### config.mk
export PLATFORM = sky130hd
export DESIGN_NAME = svc_rv_btb_assoc_flat
export DESIGN_NICKNAME = d
export VERILOG_FILES = /design/src/rtl/svc_rv_btb_pkg.sv /design/src/rtl/svc_rv_btb_assoc_if.sv /design/src/rtl/svc_rv_btb_way.sv /design/src/rtl/svc_rv_btb_assoc.sv /design/src/flat_wrapper.sv
export SDC_FILE = /design/constraint.sdc
export NUM_CORES = 1
export LEC_CHECK = 0
export CAP_MARGIN = 20
export CORE_MARGIN = 8
export CORE_UTILIZATION = 32
export CTS_CLUSTER_SIZE = 40
export DETAILED_ROUTE_END_ITERATION = 8
export GPL_TIMING_DRIVEN = 0
export PLACE_DENSITY_LB_ADDON = 0.15
export SLEW_MARGIN = 20
export SYNTH_ARGS = -nofsm -noshare
export SYNTH_HDL_FRONTEND = slang
export SYNTH_SLANG_ARGS = --single-unit
### constraint.sdc
create_clock -name clk -period 11.36 [get_ports clk]
set_input_delay 1.704 -clock clk [delete_from_list [all_inputs] [get_ports clk]]
set_output_delay 1.704 -clock clk [all_outputs]
set_load 0.01 [all_outputs]
### src/rtl/svc_rv_btb_pkg.sv
// ---------------------------------------------------------------------------
// svc_rv_btb_pkg
// Shared constants and helpers for the set-associative branch target buffer.
// Holds the 2-bit direction counter encodings and the saturating counter
// arithmetic. The arithmetic works for any width up to CNT_MAX_W.
// ---------------------------------------------------------------------------
package svc_rv_btb_pkg;

   // Widest direction counter the helper functions can handle
   localparam int CNT_MAX_W = 8;

   // Named states of the classic 2-bit predictor
   localparam logic [1:0] CNT_SNT = 2'd0;
   localparam logic [1:0] CNT_WNT = 2'd1;
   localparam logic [1:0] CNT_WT  = 2'd2;
   localparam logic [1:0] CNT_ST  = 2'd3;

   // All-ones value for a counter of width cntW
   function automatic logic [CNT_MAX_W-1:0] cntMax(input int unsigned cntW);
      return CNT_MAX_W'((1 << cntW) - 1);
   endfunction

   // Increment on taken and decrement on not-taken, clamping at both ends
   function automatic logic [CNT_MAX_W-1:0] cntNext(input logic [CNT_MAX_W-1:0] cnt,
                                                    input logic taken,
                                                    input int unsigned cntW);
      logic [CNT_MAX_W-1:0] maxVal;
      maxVal = cntMax(cntW);
      if (taken)
         return (cnt == maxVal) ? cnt : cnt + CNT_MAX_W'(1);
      else
         return (cnt == '0) ? cnt : cnt - CNT_MAX_W'(1);
   endfunction

   // Value for a freshly allocated entry: weakly taken, or saturated for jumps
   function automatic logic [CNT_MAX_W-1:0] cntInit(input logic uncond,
                                                    input int unsigned cntW);
      if (cntW == 2)
         return uncond ? CNT_MAX_W'(CNT_ST) : CNT_MAX_W'(CNT_WT);
      return uncond ? cntMax(cntW) : (CNT_MAX_W'(1) << (cntW - 1));
   endfunction

endpackage

### src/rtl/svc_rv_btb_assoc_if.sv
// ---------------------------------------------------------------------------
// svc_rv_btb_assoc_if
// Bundles the fetch-side lookup and resolve-side update signals of the BTB.
//   master : core side, drives lookup/update/flush, receives the prediction
//   slave  : BTB side
// Signals: lookup_en, lookup_pc, hit, pred_taken, pred_target, update_en,
//          update_pc, update_target, update_taken, update_uncond, flush
// ---------------------------------------------------------------------------
interface svc_rv_btb_assoc_if #(
   parameter int XLEN = 32
);
   logic            lookup_en;
   logic [XLEN-1:0] lookup_pc;
   logic            hit;
   logic            pred_taken;
   logic [XLEN-1:0] pred_target;
   logic            update_en;
   logic [XLEN-1:0] update_pc;
   logic [XLEN-1:0] update_target;
   logic            update_taken;
   logic            update_uncond;
   logic            flush;

   modport master (
      output lookup_en, lookup_pc, update_en, update_pc, update_target,
             update_taken, update_uncond, flush,
      input  hit, pred_taken, pred_target
   );

   modport slave (
      input  lookup_en, lookup_pc, update_en, update_pc, update_target,
             update_taken, update_uncond, flush,
      output hit, pred_taken, pred_target
   );
endinterface

### src/rtl/svc_rv_btb_way.sv
// ---------------------------------------------------------------------------
// svc_rv_btb_way
// One way of the BTB: per-set valid, tag, target and direction counter.
// Ports:
//   clk, rst_n            clock, async active-low reset (clears valids)
//   i_flush               clear every valid bit
//   i_lkIdx/i_lkTag       lookup read port -> o_lkHit, o_lkTaken, o_lkTarget
//   i_upIdx/i_upTag       update read port -> o_upHit, o_upValid,
//                         o_upTarget, o_upCnt
//   i_wrEn, i_wrTarget,   write a full entry at i_upIdx with tag i_upTag
//   i_wrCnt
// ---------------------------------------------------------------------------
module svc_rv_btb_way #(
   parameter int XLEN   = 32,
   parameter int SETS   = 8,
   parameter int IDX_WC = 3,
   parameter int TAG_W  = 27,
   parameter int CNT_W  = 2
) (
   input  logic              clk,
   input  logic              rst_n,
   input  logic              i_flush,
   input  logic [IDX_WC-1:0] i_lkIdx,
   input  logic [TAG_W-1:0]  i_lkTag,
   output logic              o_lkHit,
   output logic              o_lkTaken,
   output logic [XLEN-1:0]   o_lkTarget,
   input  logic [IDX_WC-1:0] i_upIdx,
   input  logic [TAG_W-1:0]  i_upTag,
   output logic              o_upHit,
   output logic              o_upValid,
   output logic [XLEN-1:0]   o_upTarget,
   output logic [CNT_W-1:0]  o_upCnt,
   input  logic              i_wrEn,
   input  logic [XLEN-1:0]   i_wrTarget,
   input  logic [CNT_W-1:0]  i_wrCnt
);

   logic [SETS-1:0]  r_valid;
   logic [TAG_W-1:0] r_tag    [SETS];
   logic [XLEN-1:0]  r_target [SETS];
   logic [CNT_W-1:0] r_cnt    [SETS];

   // Valid bits are the only per-entry state that needs a reset value
   always_ff @(posedge clk or negedge rst_n) begin
      if (!rst_n)
         r_valid <= '0;
      else if (i_flush)
         r_valid <= '0;
      else if (i_wrEn)
         r_valid[i_upIdx] <= 1'b1;
   end

   // Payload is only meaningful behind a valid bit, so it needs no reset
   always_ff @(posedge clk) begin
      if (i_wrEn) begin
         r_tag[i_upIdx]    <= i_upTag;
         r_target[i_upIdx] <= i_wrTarget;
         r_cnt[i_upIdx]    <= i_wrCnt;
      end
   end

   assign o_lkHit    = r_valid[i_lkIdx] && (r_tag[i_lkIdx] == i_lkTag);
   assign o_lkTaken  = r_cnt[i_lkIdx][CNT_W-1];
   assign o_lkTarget = r_target[i_lkIdx];

   assign o_upValid  = r_valid[i_upIdx];
   assign o_upHit    = r_valid[i_upIdx] && (r_tag[i_upIdx] == i_upTag);
   assign o_upTarget = r_target[i_upIdx];
   assign o_upCnt    = r_cnt[i_upIdx];

endmodule

### src/rtl/svc_rv_btb_assoc.sv
// ---------------------------------------------------------------------------
// svc_rv_btb_assoc
// N-way set-associative branch target buffer beside the fetch stage.
// Lookup on the fetch PC gives a registered prediction one cycle later;
// the resolve stage trains counters/targets and allocates on taken misses,
// using round-robin replacement once a set is full.
// Ports:
//   clk, rst_n   clock, async active-low reset
//   btb          svc_rv_btb_assoc_if.slave (lookup, prediction, update, flush)
// ---------------------------------------------------------------------------
module svc_rv_btb_assoc
   import svc_rv_btb_pkg::*;
#(
   parameter int XLEN    = 32,
   parameter int ENTRIES = 16,
   parameter int WAYS    = 2,
   parameter int CNT_W   = 2
) (
   input  logic              clk,
   input  logic              rst_n,
   svc_rv_btb_assoc_if.slave btb
);

   localparam int SETS   = ENTRIES / WAYS;
   localparam int IDX_W  = $clog2(SETS);
   localparam int IDX_WC = (IDX_W > 0) ? IDX_W : 1;
   localparam int TAG_W  = XLEN - IDX_W - 2;
   localparam int PTR_WC = (WAYS > 1) ? $clog2(WAYS) : 1;

   if ((ENTRIES < 1) || ((ENTRIES & (ENTRIES - 1)) != 0)) begin : g_badEntries
      $error("svc_rv_btb_assoc: ENTRIES must be a power of two");
   end
   if ((WAYS < 1) || ((WAYS & (WAYS - 1)) != 0) || (WAYS > ENTRIES)) begin : g_badWays
      $error("svc_rv_btb_assoc: WAYS must be a power of two no larger than ENTRIES");
   end
   if ((CNT_W < 2) || (CNT_W > CNT_MAX_W)) begin : g_badCnt
      $error("svc_rv_btb_assoc: CNT_W out of range");
   end

   logic [IDX_WC-1:0] w_lkIdx, w_upIdx;
   logic [TAG_W-1:0]  w_lkTag, w_upTag;
   logic              w_unusedPcBits;

   // Index and tag come from shifts so a zero-width index (fully associative)
   // needs no special slicing
   assign w_lkIdx = IDX_WC'((btb.lookup_pc >> 2) & XLEN'(SETS - 1));
   assign w_upIdx = IDX_WC'((btb.update_pc >> 2) & XLEN'(SETS - 1));
   assign w_lkTag = TAG_W'(btb.lookup_pc >> (IDX_W + 2));
   assign w_upTag = TAG_W'(btb.update_pc >> (IDX_W + 2));
   assign w_unusedPcBits = ^{btb.lookup_pc[1:0], btb.update_pc[1:0]};

   logic [WAYS-1:0]  w_lkHitV, w_lkTakenV, w_upHitV, w_upValV, w_wrEnV;
   logic [XLEN-1:0]  w_lkTgtA [WAYS];
   logic [XLEN-1:0]  w_upTgtA [WAYS];
   logic [CNT_W-1:0] w_upCntA [WAYS];
   logic [XLEN-1:0]  w_wrTarget;
   logic [CNT_W-1:0] w_wrCnt;

   for (genvar g = 0; g < WAYS; g++) begin : g_way
      svc_rv_btb_way #(
         .XLEN(XLEN), .SETS(SETS), .IDX_WC(IDX_WC), .TAG_W(TAG_W), .CNT_W(CNT_W)
      ) u_way (
         .clk        (clk),
         .rst_n      (rst_n),
         .i_flush    (btb.flush),
         .i_lkIdx    (w_lkIdx),
         .i_lkTag    (w_lkTag),
         .o_lkHit    (w_lkHitV[g]),
         .o_lkTaken  (w_lkTakenV[g]),
         .o_lkTarget (w_lkTgtA[g]),
         .i_upIdx    (w_upIdx),
         .i_upTag    (w_upTag),
         .o_upHit    (w_upHitV[g]),
         .o_upValid  (w_upValV[g]),
         .o_upTarget (w_upTgtA[g]),
         .o_upCnt    (w_upCntA[g]),
         .i_wrEn     (w_wrEnV[g]),
         .i_wrTarget (w_wrTarget),
         .i_wrCnt    (w_wrCnt)
      );
   end

   logic              w_lkHit, w_lkTaken, w_upHit, w_anyFree;
   logic [XLEN-1:0]   w_lkTgt, w_upTgt;
   logic [CNT_W-1:0]  w_upCnt;
   logic [PTR_WC-1:0] w_upWay, w_freeWay, w_allocWay, w_wrSel;
   logic [PTR_WC-1:0] r_rrPtr [SETS];

   // Hit muxes for both read ports; the descending scan leaves the
   // lowest-numbered invalid way as the fill candidate
   always_comb begin
      w_lkHit   = 1'b0;
      w_lkTaken = 1'b0;
      w_lkTgt   = '0;
      w_upHit   = 1'b0;
      w_upWay   = '0;
      w_upTgt   = '0;
      w_upCnt   = '0;
      w_anyFree = 1'b0;
      w_freeWay = '0;
      for (int w = 0; w < WAYS; w++) begin
         if (w_lkHitV[w]) begin
            w_lkHit   = 1'b1;
            w_lkTaken = w_lkTakenV[w];
            w_lkTgt   = w_lkTgtA[w];
         end
         if (w_upHitV[w]) begin
            w_upHit = 1'b1;
            w_upWay = PTR_WC'(w);
            w_upTgt = w_upTgtA[w];
            w_upCnt = w_upCntA[w];
         end
      end
      for (int w = WAYS - 1; w >= 0; w--) begin
         if (!w_upValV[w]) begin
            w_anyFree = 1'b1;
            w_freeWay = PTR_WC'(w);
         end
      end
   end

   logic w_doUpd, w_wrAny, w_rrAdvance;

   // A hit retrains in place; a taken miss fills a free way or the victim
   assign w_doUpd     = btb.update_en & ~btb.flush;
   assign w_wrAny     = w_doUpd & (w_upHit | btb.update_taken);
   assign w_allocWay  = w_anyFree ? w_freeWay : r_rrPtr[w_upIdx];
   assign w_wrSel     = w_upHit ? w_upWay : w_allocWay;
   assign w_rrAdvance = w_doUpd & ~w_upHit & btb.update_taken & ~w_anyFree;
   assign w_wrTarget  = btb.update_taken ? btb.update_target : w_upTgt;
   assign w_wrCnt     = !w_upHit      ? CNT_W'(cntInit(btb.update_uncond, CNT_W)) :
                        btb.update_uncond ? CNT_W'(cntMax(CNT_W)) :
                        CNT_W'(cntNext(CNT_MAX_W'(w_upCnt), btb.update_taken, CNT_W));

   for (genvar g = 0; g < WAYS; g++) begin : g_wrEn
      assign w_wrEnV[g] = w_wrAny & (w_wrSel == PTR_WC'(g));
   end

   // Round-robin victim pointer per set, only stepped by replacements
   always_ff @(posedge clk or negedge rst_n) begin
      if (!rst_n) begin
         for (int s = 0; s < SETS; s++) r_rrPtr[s] <= '0;
      end else if (btb.flush) begin
         for (int s = 0; s < SETS; s++) r_rrPtr[s] <= '0;
      end else if (w_rrAdvance) begin
         r_rrPtr[w_upIdx] <= (r_rrPtr[w_upIdx] == PTR_WC'(WAYS - 1)) ? '0
                             : r_rrPtr[w_upIdx] + PTR_WC'(1);
      end
   end

   logic            r_hit, r_predTaken;
   logic [XLEN-1:0] r_predTarget;

   // Registered prediction; holds while fetch is stalled, reads as a miss
   // when a flush lands in the same cycle
   always_ff @(posedge clk or negedge rst_n) begin
      if (!rst_n) begin
         r_hit        <= 1'b0;
         r_predTaken  <= 1'b0;
         r_predTarget <= '0;
      end else if (btb.lookup_en) begin
         r_hit        <= w_lkHit & ~btb.flush;
         r_predTaken  <= w_lkHit & w_lkTaken & ~btb.flush;
         r_predTarget <= btb.flush ? '0 : w_lkTgt;
      end
   end

   assign btb.hit         = r_hit;
   assign btb.pred_taken  = r_predTaken;
   assign btb.pred_target = r_predTarget;

endmodule
### src/flat_wrapper.sv
// flat-port wrapper written by rule: the top's interface ports become plain ports
module svc_rv_btb_assoc_flat import svc_rv_btb_pkg::*;
#(
   parameter int XLEN    = 32,
   parameter int ENTRIES = 16,
   parameter int WAYS    = 2,
   parameter int CNT_W   = 2
)
  (clk, rst_n, btb_lookup_en, btb_lookup_pc, btb_update_en, btb_update_pc, btb_update_target, btb_update_taken, btb_update_uncond, btb_flush, btb_hit, btb_pred_taken, btb_pred_target);
  svc_rv_btb_assoc_if #(.XLEN(XLEN)) btb_i ();
  input  logic clk;
  input  logic rst_n;
  input wire logic [$bits(btb_i.lookup_en)-1:0] btb_lookup_en;
  input wire logic [$bits(btb_i.lookup_pc)-1:0] btb_lookup_pc;
  input wire logic [$bits(btb_i.update_en)-1:0] btb_update_en;
  input wire logic [$bits(btb_i.update_pc)-1:0] btb_update_pc;
  input wire logic [$bits(btb_i.update_target)-1:0] btb_update_target;
  input wire logic [$bits(btb_i.update_taken)-1:0] btb_update_taken;
  input wire logic [$bits(btb_i.update_uncond)-1:0] btb_update_uncond;
  input wire logic [$bits(btb_i.flush)-1:0] btb_flush;
  output wire logic [$bits(btb_i.hit)-1:0] btb_hit;
  output wire logic [$bits(btb_i.pred_taken)-1:0] btb_pred_taken;
  output wire logic [$bits(btb_i.pred_target)-1:0] btb_pred_target;
  assign btb_i.lookup_en = btb_lookup_en;
  assign btb_i.lookup_pc = btb_lookup_pc;
  assign btb_i.update_en = btb_update_en;
  assign btb_i.update_pc = btb_update_pc;
  assign btb_i.update_target = btb_update_target;
  assign btb_i.update_taken = btb_update_taken;
  assign btb_i.update_uncond = btb_update_uncond;
  assign btb_i.flush = btb_flush;
  assign btb_hit = btb_i.hit;
  assign btb_pred_taken = btb_i.pred_taken;
  assign btb_pred_target = btb_i.pred_target;
  svc_rv_btb_assoc #(.XLEN(XLEN), .ENTRIES(ENTRIES), .WAYS(WAYS), .CNT_W(CNT_W)) u_core (.clk(clk), .rst_n(rst_n), .btb(btb_i));
endmodule
* After elaboration in Yosys (flattened, before gate mapping)
Memory sizes are Yosys's and may differ from the RTL's.
Index checks and enable logic that the tools add are counted.
** Operators by class
- Add/subtract/negate cells :: 3
- Magnitude comparators :: 5
- Equal/unequal tests :: 5
- Multiplexer cells :: 53
- Bitwise logic cells :: 18
- Reduce and logical (&&, ||, !) cells :: 10
** Operators by type and width (number)
- 32-bit two-way mux :: 6
- 27-bit equality test :: 4
- 8-bit two-way mux :: 6
- 1-bit two-way mux :: 26
- 8-bit OR :: 2
- 1-bit binary-select mux with 3-bit select :: 5
- 2-bit two-way mux :: 7
- 1-bit AND :: 10
- 8-bit bitwise mux :: 1
- 3-bit by 4-bit less-than comparator with 1-bit output (second input constant) :: 2
- 1-bit demux with 3-bit select :: 2
- 1-bit logical AND :: 6
- 2-bit nonzero test :: 3
- 4-bit >= comparator (second input constant) :: 1
- 4-bit by 1-bit less-than comparator with 1-bit output (second input constant) :: 1
- 1-bit NOT :: 4
- 3-bit NOT with 4-bit output :: 1
- 3-bit by 1-bit >= comparator with 1-bit output (second input constant) :: 1
- 2-bit by 1-bit adder with 2-bit output (second input constant) :: 1
- 2-bit equality test (second input constant) :: 1
- 2-bit logical NOT :: 1
- 2-bit by 1-bit subtractor with 2-bit output (second input constant) :: 1
- 1-bit adder (second input constant) :: 1
- 1-bit OR :: 1
** Word-level totals
- Register bits after elaboration :: 58
- Memory bits (writable) :: 976
- Input port bits :: 103
- Output and inout bits :: 34
- Logic and storage cells :: 113
- Memories kept :: 6
** Memories
- u_core.g_way[0].u_way.r_target :: words 8, bits a word 32, rd ports 2, clocked after memory_dff 0, wr ports 1, RTL line svc_rv_btb_way.sv:41 : logic [XLEN-1:0] r_target [SETS];
- u_core.g_way[1].u_way.r_target :: words 8, bits a word 32, rd ports 2, clocked after memory_dff 0, wr ports 1, RTL line svc_rv_btb_way.sv:41
- u_core.g_way[0].u_way.r_tag :: words 8, bits a word 27, rd ports 2, clocked after memory_dff 0, wr ports 1, RTL line svc_rv_btb_way.sv:40 : logic [TAG_W-1:0] r_tag [SETS];
- u_core.g_way[1].u_way.r_tag :: words 8, bits a word 27, rd ports 2, clocked after memory_dff 0, wr ports 1, RTL line svc_rv_btb_way.sv:40
- u_core.g_way[0].u_way.r_cnt :: words 8, bits a word 2, rd ports 2, clocked after memory_dff 0, wr ports 1, RTL line svc_rv_btb_way.sv:42 : logic [CNT_W-1:0] r_cnt [SETS];
- u_core.g_way[1].u_way.r_cnt :: words 8, bits a word 2, rd ports 2, clocked after memory_dff 0, wr ports 1, RTL line svc_rv_btb_way.sv:42

* Logic depth before layout (Yosys ltp)
- Depth after elaboration :: 11
- Mapped depth :: 18

* Hierarchy
A second synthesis with hierarchy kept.
** Unflattened totals
- Cell total of the unflattened synthesis :: 2939
- Area, all modules :: 48995.7 µm²
** By module, submodules not included
- svc_rv_btb_way (u_core.g_way[0].u_way) :: instances 1, cells an instance 1296, area each 23159.7 µm², sequential area each 14854.2 µm²
- svc_rv_btb_way (u_core.g_way[1].u_way) :: instances 1, cells an instance 1306, area each 23134.7 µm², sequential area each 14854.2 µm²
- svc_rv_btb_assoc :: instances 1, cells an instance 337, area each 2701.3 µm², sequential area each 1051.0 µm²

* Least setup slack after synthesis
OpenSTA, ideal clock, no wires.
- Kind :: input -> register
- Start :: in btb_update_pc[3]
- End :: mem u_core.g_way[1].u_way.r_cnt[0][0], enable pin
- Library setup time :: 0.480 ns
- Data arrival time :: 6.968 ns
- Slack :: 3.912 ns
- Cell stages on the path :: 13
- Path through :: buf_2 buf_2 buf_2 mux4_2 mux2i_1 xor2_1 nand4_1 or4_1 and3b_1 clkbuf_1 o21ai_2 buf_2 nor2_1
** On the way
- Cells in the longest elaborated chain, start to end :: 10
- Elaborated cells on any way between the ends :: 27
- Classes of those cells :: eq/ne: 2; mux: 17; bitwise: 4; reduce/logical: 2; memory: 2
** Ends and longest elaborated chain
- start, declared :: RTL line flat_wrapper.sv:16 : input wire logic [$bits(btb_i.update_pc)-1:0] btb_update_pc;
- memory read 8 x 27 bit or 1-bit binary-select mux with 3-bit select (tied branches)
- 27-bit equality test or 1-bit two-way mux (tied branches) :: RTL line svc_rv_btb_way.sv:68, svc_rv_btb_way.sv:67
- 1-bit logical AND :: RTL line svc_rv_btb_way.sv:68 : assign o_upHit = r_valid[i_upIdx] && (r_tag[i_upIdx] == i_upTag);
- 1-bit two-way mux (2 in a row) :: RTL line svc_rv_btb_assoc.sv:107 : if (w_upHitV[w]) begin
- 1-bit OR :: RTL line svc_rv_btb_assoc.sv:126 : assign w_wrAny = w_doUpd & (w_upHit | btb.update_taken);
- 1-bit AND :: RTL line svc_rv_btb_assoc.sv:126
- 1-bit AND :: RTL line svc_rv_btb_assoc.sv:136 : assign w_wrEnV[g] = w_wrAny & (w_wrSel == PTR_WC'(g));
- 1-bit two-way mux :: RTL line svc_rv_btb_way.sv:56 : if (i_wrEn) begin
- 1-bit two-way mux (not written as such) :: RTL line svc_rv_btb_way.sv:59 : r_cnt[i_upIdx] <= i_wrCnt;
- end, declared :: RTL line svc_rv_btb_way.sv:42
Parallel ways exist; a longest one is shown, timed or not. The select of a mux whose other input is x is not followed.

* Final worst setup path
- Start :: in btb_lookup_pc[3]
- End :: reg u_core.r_predTarget[13] (netlist: u_core.btb.pred_target[13])
** On the way
- Cells in the longest elaborated chain, start to end :: 6
- Elaborated cells on any way between the ends :: 15
- Classes of those cells :: eq/ne: 2; mux: 7; reduce/logical: 2; memory: 4
** Ends and longest elaborated chain
- start, declared :: RTL line flat_wrapper.sv:14 : input wire logic [$bits(btb_i.lookup_pc)-1:0] btb_lookup_pc;
- memory read 8 x 27 bit or 1-bit binary-select mux with 3-bit select (tied branches)
- 27-bit equality test or 1-bit two-way mux (tied branches) :: RTL line svc_rv_btb_way.sv:63 : assign o_lkHit = r_valid[i_lkIdx] && (r_tag[i_lkIdx] == i_lkTag);
- 1-bit logical AND :: RTL line svc_rv_btb_way.sv:63
- 32-bit two-way mux :: RTL line svc_rv_btb_assoc.sv:102 : if (w_lkHitV[w]) begin
- 32-bit two-way mux (*) :: RTL line svc_rv_btb_assoc.sv:102
- 32-bit two-way mux (*) :: RTL line svc_rv_btb_assoc.sv:164 : r_predTarget <= btb.flush ? '0 : w_lkTgt;
- end signal, assigned :: RTL line svc_rv_btb_assoc.sv:164
- end, declared :: RTL line svc_rv_btb_assoc.sv:152 : logic [XLEN-1:0] r_predTarget;
Mark *: on every way between the ends. The rest lies on a longest branch, timed or not. The select of a mux whose other input is x is not followed.
A chain may end at the register's enable or synchronous reset.

==> metrics.csv <==
metric;value;unit
final setup TNS;0;ns
CTS H-tree lvls;3;
Final min period;8.29;ns
cells on worst reg2reg path;12;
Finished Layout Cells;4963;
WP data arrival;8.97;ns
main combinational cell family by area after synthesis;multiplexers;
Hold Path Cell Cnt;1;
core box area;147000;sq um
ANT nets after route;0;
initial DRC count;3547;
Hold WS;0.482;ns
hold crit path type;reg2reg;
Yosys top cell area share;0.619;
unrepaired setup endpoints after global routing;false;
Pre-antenna DRT Iters;5;
vias in the first global route;30600;
xor and xnor fraction of the mapped netlist area;0.0185;
worst skew pair latency;0.76;ns
Clock Tree Buf Depth;3;
Site Rows;141;
hold violation count in the final report;0;
leading cell types by count after synthesis;edfxtp_1 (976), mux4_2 (319), a22oi_1 (151);
Synth Net Count;2742;
Max transition margin;0.181;
DIE AREA;160000;sq um
met3 WL;16700;microns
number of synthesized flops with an enable pin;976;
total routed wirelength;191000;microns
most frequent cell after synthesis;edfxtp_1;
Worst R2R Start;u_core.g_way[1].u_way.r_tag[7][23]$_DFFE_PP_;
detailed placement HPWL;126000;microns
endpoints failing setup;0;
Synth Area in Compound Gates;0.0740;
Cells after Synth;2639;
final setup margin;3.07;ns
vias per cell;6.17;
Final period util;0.729;
clock-pin slew of the registers on the worst-case setup and hold paths;0.06;ns
layout cells sized above 1;0.239;
Synth area leader;edfxtp_1;
synthesis-to-finish area growth;18.8;%
PostCTS Resize Cnt;0;
DIE WIDTH;401;microns
DR vias;30600;
Mapped Area;47300;sq um
ys async rst share;0.0561;
Buffers on Ports;125;
register bit count reported by yosys;1034;
dpl cells;4746;
Hold Buf Count CTS;0;
Main synth FF type;edfxtp_1;
initial core utilization;0.321;
yosys warns;0;
total gr overflow;0;
gpl congestion;0.860;
crit path from;btb_lookup_pc[3];
wire length on met2;92100;microns
synth top area cells;edfxtp_1 (62%), mux4_2 (15%), mux2i_1 (3.2%), dfrtp_1 (3.1%), a22oi_1 (2.4%);
Worst Tran Pin Value;1.23;ns
Ports;137;
largest net degree at the start of global routing;42;
GRT Total Usage;0.229;
DP Worst Slack;2.24;ns
CP Max Fanout;10;
Root Buffer;clkbuf_16;
Tot Pwr;8.66;mW
status;completed;
WL/cell;38.5;microns
Post CTS Setup Buffer Count;0;
Max Slew Vio Count;0;
Mapped Avg Cell Area;17.9;sq um
Nets;3035;
fmax;121;MHz
cell leakage power;18.3;nW
first-pass GRT wire length;258000;microns
Synth Area in Simple Gates;0.0313;
PD cells;154;nW/um^2
register area share after synthesis;0.650;
HP Start;u_core.btb.hit$_DFFE_PN0P_;
mux cell area share after synthesis;0.203;
library cells used by synthesis;76;
Clock Skews;0.0362;ns
Crit path required time;12.04;ns
CTS tree;done;
Residual DRC;0;
max cap viols;0;
top sig layer;met5;
Worst VDD drop;0.000120;V
Startpoint Class;input port;
Synth Area in Adders;0.000212;
Crit Path Category;in2reg;
die height;401;microns
M1 WL;72200;microns
CP endpoint kind;register;
antenna violations before repair;11;
Num CTS Buffers;112;
Sink Count;1034;
## logic make-up after synthesis
family	after synthesis
compound gates	483
simple gates	258
buf+inv	229
xor+xnor	100
mux	534
flops	1034
fa+ha+maj	1
## flip-flops by register name, indices dropped and copies added, names as in the netlist
name                         flops
u_core.btb.hit                   1
u_core.btb.pred_taken            1
u_core.btb.pred_target          32
u_core.g_way.u_way.r_cnt        32
u_core.g_way.u_way.r_tag       432
u_core.g_way.u_way.r_target    512
u_core.g_way.u_way.r_valid      16
u_core.r_rrPtr                   8
## report_power, final
part           switching (mW)  internal [mW]  total (mW)
clock                    1.57           2.18        3.75
combinational           0.463          0.259       0.721
sequential            0.00561           4.18        4.19
total                    2.04           6.62        8.66
## cell usage in the layout, fill, tap and decap left out, types with 13 or more instances in the layout
master           synthesis  final
edfxtp_1               976    976
mux4_2                 319    319
a22oi_1                151    151
mux2i_1                150    150
o22ai_1                146    146
clkdlybuf4s50_1          0    124
clkbuf_16                0    114
clkbuf_1               111     91
buf_2                   47     63
nand2_1                 60     60
dfrtp_1                 58     58
xor2_1                  51     51
xnor2_1                 49     49
clkbuf_2                 0     46
a22o_1                  46     46
nand4_1                 43     43
buf_16                   0     33
o31ai_1                 32     32
mux2_1                  31     31
or4_1                   27     27
a21oi_1                 26     26
nand3_1                 24     24
mux2_2                  20     20
clkinv_2                 0     20
nor2_1                  27     18
clkinv_1                 1     18
inv_1                   25     17
buf_12                   4     16
a221oi_1                14     14
mux4_1                  14     14
o21ai_0                 14     13
a221o_1                 13     13
bufinv_16                0     13
## critical path, cell delays in order
cell	delay (ns)
clkbuf_1	0.52
buf_1	0.76
clkbuf_1	0.69
clkbuf_1	0.92
mux4_2	0.42
mux2i_1	0.28
xor2_1	0.56
nand4_1	0.24
nor3_1	0.53
a41oi_1	0.46
nor3_4	0.87
clkbuf_1	0.70
a22o_1	0.24
## layer usage
| layer | track usage | vias to the layer above |
|---|---|---|
| li1 | - | 11900 |
| met1 | 0.285 | 16300 |
| met2 | 0.378 | 1931 |
| met3 | 0.0523 | 453 |
| met4 | 0.107 | 6 |
| met5 | 0 | - |
## worst paths after layout
| path | end | slack, ns |
|---|---|---|
| min in group asynchronous | u_core.btb.hit$_DFFE_PN0P_ | 0.88 |
| worst min-delay path | u_core.btb.hit$_DFFE_PN0P_ | 0.48 |
| worst max-delay path | u_core.btb.pred_target[13]$_DFFE_PN0P_ | 3.07 |
| worst min register to register | u_core.btb.hit$_DFFE_PN0P_ | 0.48 |
| max in group asynchronous | u_core.btb.pred_target[20]$_DFFE_PN0P_ | 9.86 |
| worst max register to register | u_core.g_way[0].u_way.r_target[1][30]$_DFFE_PP_ | 5.81 |
## metrics by stage
stage | utilization | cell area, sq um
after floorplan | - | 47300
after global placement | 0.346 | 51000
after detailed placement | 0.356 | 52400
after CTS | 0.381 | 56200
after global routing | 0.381 | 56200
final | 0.382 | 56200
## final cells by class
| type | instances | area, sq um |
|---|---|---|
| Multi-Input combinational cell | 1376 | 15600 |
| Fill cell | 13300 | 91100 |
| Antenna cell | 7 | 17.5 |
| Tap cell | 1930 | 2410 |
| Inverter | 28 | 145 |
| Sequential cell | 1034 | 30800 |
| Timing Repair Buffer | 179 | 2510 |
| Buffer | 201 | 1040 |
| Clock buffer | 146 | 3040 |
| Clock inverter | 62 | 684 |
Note: power is estimated with default switching activity, not from simulation.
